`config.mk`:
```
export PLATFORM = sky130hd
export DESIGN_NAME = md_issue_flat
export DESIGN_NICKNAME = d
export VERILOG_FILES = /design/src/rtl/md_pkg.sv /design/src/rtl/md_issue_if.sv /design/src/rtl/md_decode.sv /design/src/rtl/md_issue.sv /design/src/flat_wrapper.sv
export SDC_FILE = /design/constraint.sdc
export NUM_CORES = 1
export LEC_CHECK = 0
export CORE_MARGIN = 3
export CORE_UTILIZATION = 23
export DETAILED_ROUTE_END_ITERATION = 12
export MAX_ROUTING_LAYER = met4
export PLACE_DENSITY = 0.91
export RECOVER_POWER = 25
export REMOVE_ABC_BUFFERS = 1
export SYNTH_ARGS = -nofsm -noshare
export SYNTH_HDL_FRONTEND = slang
export SYNTH_HIERARCHICAL = 1
export SYNTH_SLANG_ARGS = --single-unit
```
`constraint.sdc`:
```
create_clock -name clk -period 3.5 [get_ports clk]
set_clock_uncertainty 0.05 [all_clocks]
set_input_delay 0.35 -clock clk [delete_from_list [all_inputs] [get_ports clk]]
set_output_delay 0.35 -clock clk [all_outputs]
set_load 0.02 [all_outputs]
```
`src/rtl/md_pkg.sv`:
```
// Shared constants for the mult/div issue logic: SPECIAL opcode, funct codes
// and the issue FSM state type.
package md_pkg;

    localparam logic [5:0] OP_SPECIAL = 6'h00;

    localparam logic [5:0] F_MFHI  = 6'h10;
    localparam logic [5:0] F_MTHI  = 6'h11;
    localparam logic [5:0] F_MFLO  = 6'h12;
    localparam logic [5:0] F_MTLO  = 6'h13;
    localparam logic [5:0] F_MULT  = 6'h18;
    localparam logic [5:0] F_MULTU = 6'h19;
    localparam logic [5:0] F_DIV   = 6'h1A;
    localparam logic [5:0] F_DIVU  = 6'h1B;

    typedef enum logic [1:0] {
        IDLE  = 2'd0,
        ARMED = 2'd1,
        BUSY  = 2'd2,
        DRAIN = 2'd3
    } md_state_t;

endpackage

```
`src/rtl/md_issue_if.sv`:
```
// Handshake between the issue logic (master) and the mult/div unit (slave).
interface md_issue_if;

    logic md_start;
    logic md_md;
    logic md_sign;
    logic md_hlwrite;
    logic md_busy;

    modport master (
        output md_start,
        output md_md,
        output md_sign,
        output md_hlwrite,
        input  md_busy
    );

    modport slave (
        input  md_start,
        input  md_md,
        input  md_sign,
        input  md_hlwrite,
        output md_busy
    );

endinterface

```
`src/rtl/md_decode.sv`:
```
// Combinational decode of the E-stage instruction into mult/div unit classes.
module md_decode
    import md_pkg::*;
(
    input  logic [5:0] op,
    input  logic [5:0] funct,
    input  logic       valid,
    output logic       is_mdop,
    output logic       is_mf,
    output logic       is_mt,
    output logic       md,
    output logic       sign
);

    logic special;

    assign special = valid && (op == OP_SPECIAL);

    always_comb begin
        is_mdop = 1'b0;
        is_mf   = 1'b0;
        is_mt   = 1'b0;
        if (special) begin
            unique case (funct)
                F_MULT, F_MULTU, F_DIV, F_DIVU: is_mdop = 1'b1;
                F_MFHI, F_MFLO:                 is_mf   = 1'b1;
                F_MTHI, F_MTLO:                 is_mt   = 1'b1;
                default: ;
            endcase
        end
    end

    // funct[1] separates div from mult and LO from HI; funct[0] marks the unsigned forms.
    assign md   = funct[1];
    assign sign = ~funct[0];

endmodule

```
`src/rtl/md_issue.sv`:
```
// Mult/div issue control: starts the unit, writes HI/LO, stalls F/D while busy.
// Optional feature macro: MD_DIV0_TRAP_EN (divide-by-zero trap pulse on div0_exc).
module md_issue
    import md_pkg::*;
#(
    parameter int DATA_W = 32
) (
    input  logic              clk,
    input  logic              reset,
    input  logic [5:0]        op_e,
    input  logic [5:0]        funct_e,
    input  logic              valid_e,
    input  logic              md_use_d,
    input  logic [DATA_W-1:0] rt_val_e,
    input  logic              interrupt_req,
    md_issue_if.master        mdu,
    output logic              hl_sel,
    output logic              stall_d,
    output logic              div0_exc
);

    md_state_t state, state_nxt;

    logic is_mdop, is_mf, is_mt, dec_md, dec_sign;
    logic div_zero, issue_ok, start, hlwrite;

    md_decode u_decode (
        .op      (op_e),
        .funct   (funct_e),
        .valid   (valid_e),
        .is_mdop (is_mdop),
        .is_mf   (is_mf),
        .is_mt   (is_mt),
        .md      (dec_md),
        .sign    (dec_sign)
    );

    // Reset gates every output in the same cycle, not only the registered state.
    assign issue_ok = (state == IDLE) && !interrupt_req && !reset;
    assign div_zero = is_mdop && dec_md && (rt_val_e == '0);
    assign start    = is_mdop && issue_ok && !div_zero;
    assign hlwrite  = is_mt && issue_ok;

    assign mdu.md_start   = start;
    assign mdu.md_hlwrite = hlwrite;
    assign mdu.md_md      = (start || hlwrite) ? dec_md : 1'b0;
    assign mdu.md_sign    = start ? dec_sign : 1'b0;

    assign hl_sel  = is_mf && !reset && funct_e[1];
    assign stall_d = md_use_d && !reset && ((state != IDLE) || start);

`ifdef MD_DIV0_TRAP_EN
    assign div0_exc = div_zero && issue_ok;
`else
    assign div0_exc = 1'b0;
`endif

    always_ff @(posedge clk) begin
        if (reset) begin
            state <= IDLE;
        end else begin
            state <= state_nxt;
        end
    end

    // ARMED absorbs the cycle where the unit's registered Busy has not risen yet;
    // DRAIN covers the HI/LO write one cycle after Busy falls.
    always_comb begin
        state_nxt = state;
        unique case (state)
            IDLE:    if (start) state_nxt = ARMED;
            ARMED:   state_nxt = BUSY;
            BUSY:    if (!mdu.md_busy) state_nxt = DRAIN;
            DRAIN:   state_nxt = IDLE;
            default: state_nxt = IDLE;
        endcase
    end

endmodule

```
`src/flat_wrapper.sv`:
```
// flat-port wrapper written by rule: the top's interface ports become plain ports
module md_issue_flat import md_pkg::*;
#(
    parameter int DATA_W = 32
)
  (clk, reset, op_e, funct_e, valid_e, md_use_d, rt_val_e, interrupt_req, hl_sel, stall_d, div0_exc, mdu_md_start, mdu_md_md, mdu_md_sign, mdu_md_hlwrite, mdu_md_busy);
  md_issue_if mdu_i ();
  input  logic clk;
  input  logic reset;
  input  logic [5:0] op_e;
  input  logic [5:0] funct_e;
  input  logic valid_e;
  input  logic md_use_d;
  input  logic [DATA_W-1:0] rt_val_e;
  input  logic interrupt_req;
  output logic hl_sel;
  output logic stall_d;
  output logic div0_exc;
  output wire logic [$bits(mdu_i.md_start)-1:0] mdu_md_start;
  output wire logic [$bits(mdu_i.md_md)-1:0] mdu_md_md;
  output wire logic [$bits(mdu_i.md_sign)-1:0] mdu_md_sign;
  output wire logic [$bits(mdu_i.md_hlwrite)-1:0] mdu_md_hlwrite;
  input wire logic [$bits(mdu_i.md_busy)-1:0] mdu_md_busy;
  assign mdu_md_start = mdu_i.md_start;
  assign mdu_md_md = mdu_i.md_md;
  assign mdu_md_sign = mdu_i.md_sign;
  assign mdu_md_hlwrite = mdu_i.md_hlwrite;
  assign mdu_i.md_busy = mdu_md_busy;
  md_issue #(.DATA_W(DATA_W)) u_core (.clk(clk), .reset(reset), .op_e(op_e), .funct_e(funct_e), .valid_e(valid_e), .md_use_d(md_use_d), .rt_val_e(rt_val_e), .interrupt_req(interrupt_req), .mdu(mdu_i), .hl_sel(hl_sel), .stall_d(stall_d), .div0_exc(div0_exc));
endmodule
```
==> flow_summary.rst <==
.. list-table::
   :header-rows: 1

   * - Metric
     - Value
   * - Run status
     - complete, no violations
   * - Most frequent standard cell in the layout excluding fill and tap cells
     - clkdlybuf4s50_1
   * - Die Footprint
     - 0.00207 mm²
   * - Final Worst Setup Slack
     - 0.345 ns
   * - Number of standard cells in the layout, taps in and fillers out
     - 120
   * - Maximum number of pins on one net before global-route repair
     - 6
   * - Synthesized cell area
     - 359 µm²
   * - Area Growth Syn to Fin
     - 161%
   * - Via density
     - 5.13
   * - Fraction of synthesized area in multiplexers
     - 0%
   * - Total via count in the routed design
     - 616
   * - Worst EP arrival
     - 2.76 ns
   * - Wire length of the first global-routing pass
     - 2.76 mm
   * - Start-to-end type of the worst setup path
     - in2out
   * - Endpoint required time on the critical path
     - 3.10 ns
   * - Fin crit share
     - 90.2%
   * - Max Clk Rate
     - 317 MHz
   * - Total setup buffers inserted after CTS
     - 0
   * - I/O pin cnt
     - 57
   * - Vias in the first global route
     - 673
   * - Fraction of the yosys area taken by sequential cells
     - 11.1%
   * - Clock sink total
     - 2
   * - Register with the most flip-flops
     - u_core/state
   * - Number of standard cells after synthesis
     - 49
   * - Number of buffer cells added on primary ports
     - 55
   * - Final critical path time including I/O delays and setup
     - 3.16 ns
   * - Logic depth of the worst register-to-register path
     - 6
   * - Yosys warnings
     - 6
   * - Fraction of layout cells with a size suffix above 1
     - 7.62%
   * - Buffer type at the clock tree root
     - clkbuf_4
   * - Registers with the most flip-flops
     - u_core/state: 2 flops
   * - Power per unit of standard cell area
     - 187 mW/mm²
   * - # diodes
     - 0
   * - Startpoint types
     - input port
   * - Placed cell area
     - 913 µm²
   * - Worst min-delay path class
     - reg2reg
   * - Die boundary width
     - 45.5 µm
   * - Leak
     - 0.350 nW
   * - Flip-flop count of the largest register after layout
     - 2
   * - Maximum ir drop on the vdd rail
     - 0.0000752 V
   * - Net total in the final layout
     - 160
   * - Maximum clock path buffer count
     - 2
   * - Clock tree from TritonCTS
     - yes
   * - Clock buffers created by TritonCTS
     - 3
   * - Flops & latches, synth
     - 2
   * - Unrepaired setup endpoints after global routing
     - false
   * - GR Overflow Total
     - 0
   * - Number of DRC violations after detailed-routing iteration 0
     - 6
   * - Worst-Skew Late Latency
     - 0.23 ns
   * - # rows
     - 13
   * - Total instance count after detailed placement
     - 117
   * - Initial antenna violation count
     - 0
   * - Iteration count of the initial detailed-routing pass
     - 4
   * - Die height
     - 45.5 µm
   * - Post-DR wirelength/cell
     - 13.3 µm
   * - H-tree levels
     - 1
   * - Overall Global Routing Usage
     - 18.6%
   * - Final setup fails
     - 0
   * - Commonest cells after routing, fill and taps aside
     - clkdlybuf4s50_1, nor4_1, inv_1, nor2_1
   * - Parity-gate share of the synthesized area counting xor and xnor cells
     - 0%
   * - Clock-pin slew on the worst setup and hold paths
     - 0.03 ns
   * - Worst slack at placement
     - 0.352 ns
   * - Dominant combinational cell family by area after synthesis
     - simple AND/OR/NAND/NOR gates
   * - Final standard cell utilization of the core
     - 67.7%
   * - Post-synthesis average cell area
     - 7.33 µm²
   * - Drc violations
     - 0
   * - Post-cts sizing count
     - 0
   * - Detailed placer's ending HPWL
     - 1.45 mm
   * - Number of library cell types mapped by synthesis
     - 26
   * - Global placement routability congestion
     - 0.763
   * - Share of synthesized cell area in and, or, nand and nor gates
     - 53.7%
   * - Placeable core region
     - 0.00138 mm²
   * - Area of all placed cells without fillers
     - 936 µm²
   * - Hold-fix buffers, CTS
     - 0
   * - Tot Pwr
     - 0.175 mW
   * - Critical Path Sink Type
     - output port
   * - Final-layout worst hold slack
     - 0.504 ns
   * - Fill count
     - 111
   * - Number of max-capacitance violations reported
     - 0
   * - Hold violation total from the final report
     - 0
   * - WHS Path Cells
     - 2
   * - Starting Density
     - 26.0%
   * - Post-Synth Adder-Cell Area
     - 10.5%
   * - Antenna violation net count after detailed routing
     - 0
   * - Total Negative Setup Slacks
     - 0 ns
   * - Critical path peak fanout
     - 3
   * - Fraction of the mapped netlist area in compound gates
     - 15.3%
   * - Max Slew Vio Count
     - 0
   * - Final routed wirelength across all metal layers
     - 1.60 mm
-- layer usage --
layer	GRT usage [%]	vias up	routed length, µm
met1	18.7	270	518
li1	-	301	-
met2	32.3	40	842
met3	6.72	5	205
met5	-	-	0
met4	7.02	0	29
-- layout make-up --
type	instances	area [µm²]	share of cell area, %
Inverter	4	15.0	1.60
Tap cell	15	18.8	2.01
Sequential cell	2	40.0	4.28
Timing Repair Buffer	55	551	58.8
Multi-Input combinational cell	41	289	30.9
Clock buffer	3	22.5	2.41
-- report_power, final --
part	internal [mW]	leakage, nW	switching (mW)
Sequential	0.0262	0.0162	0.00144
Combinational	0.0624	0.320	0.0316
Clock	0.0380	0.0138	0.0156
Total	0.127	0.350	0.0486
-- path summary, 6_finish.rpt --
| path | start | endpoint | slack [ns] |
|---|---|---|---|
| max | op_e[3] | stall_d | 0.34 |
| min | u_core/state[0]$_SDFFE_PP0P_ | u_core/state[0]$_SDFFE_PP0P_ | 0.50 |
| max reg2reg | u_core/state[1]$_SDFFE_PP0P_ | u_core/state[0]$_SDFFE_PP0P_ | 1.88 |
| min reg2reg | u_core/state[0]$_SDFFE_PP0P_ | u_core/state[0]$_SDFFE_PP0P_ | 0.50 |
-- logic make-up (layout without fill, tap and decap cells) --
kind of cell | after synthesis | in the layout
buf+inv | 6 | 62
compound gates | 7 | 7
simple gates | 30 | 30
other cells | 1 | 1
fa+ha+maj | 3 | 3
flops | 2 | 2
-- critical path, stage by stage --
cell	delay, ns
clkdlybuf4s50_1	0.40
or4b_2	0.67
nor3_1	0.16
nand3_1	0.13
o21ai_0	0.26
and3_1	0.19
clkdlybuf4s50_1	0.60
-- synthesized netlist by cell type --
cell / instances / area share [%]
nor4_1: 8 / 14
inv_1: 4 / 4.2
nor2_1: 4 / 4.2
and3_1: 3 / 5.2
ha_1: 3 / 10
nand3_1: 3 / 4.2
nor3_1: 3 / 4.2
buf_4: 2 / 4.2
dfxtp_1: 2 / 11
a211oi_1: 1 / 2.1
a211oi_2: 1 / 3.5
a21oi_1: 1 / 1.4
a22oi_1: 1 / 2.1
a41o_1: 1 / 2.8
and2_1: 1 / 1.7
conb_1: 1 / 1.0
nand2_1: 1 / 1.0
nand4_1: 1 / 1.7
nor4b_2: 1 / 4.2
o21a_1: 1 / 2.1
o21ai_0: 1 / 1.4
or3_4: 1 / 3.1
or3b_2: 1 / 2.4
or4_1: 1 / 2.1
or4b_1: 1 / 2.8
or4b_2: 1 / 2.8
Note: power is estimated with default switching activity, not from simulation.
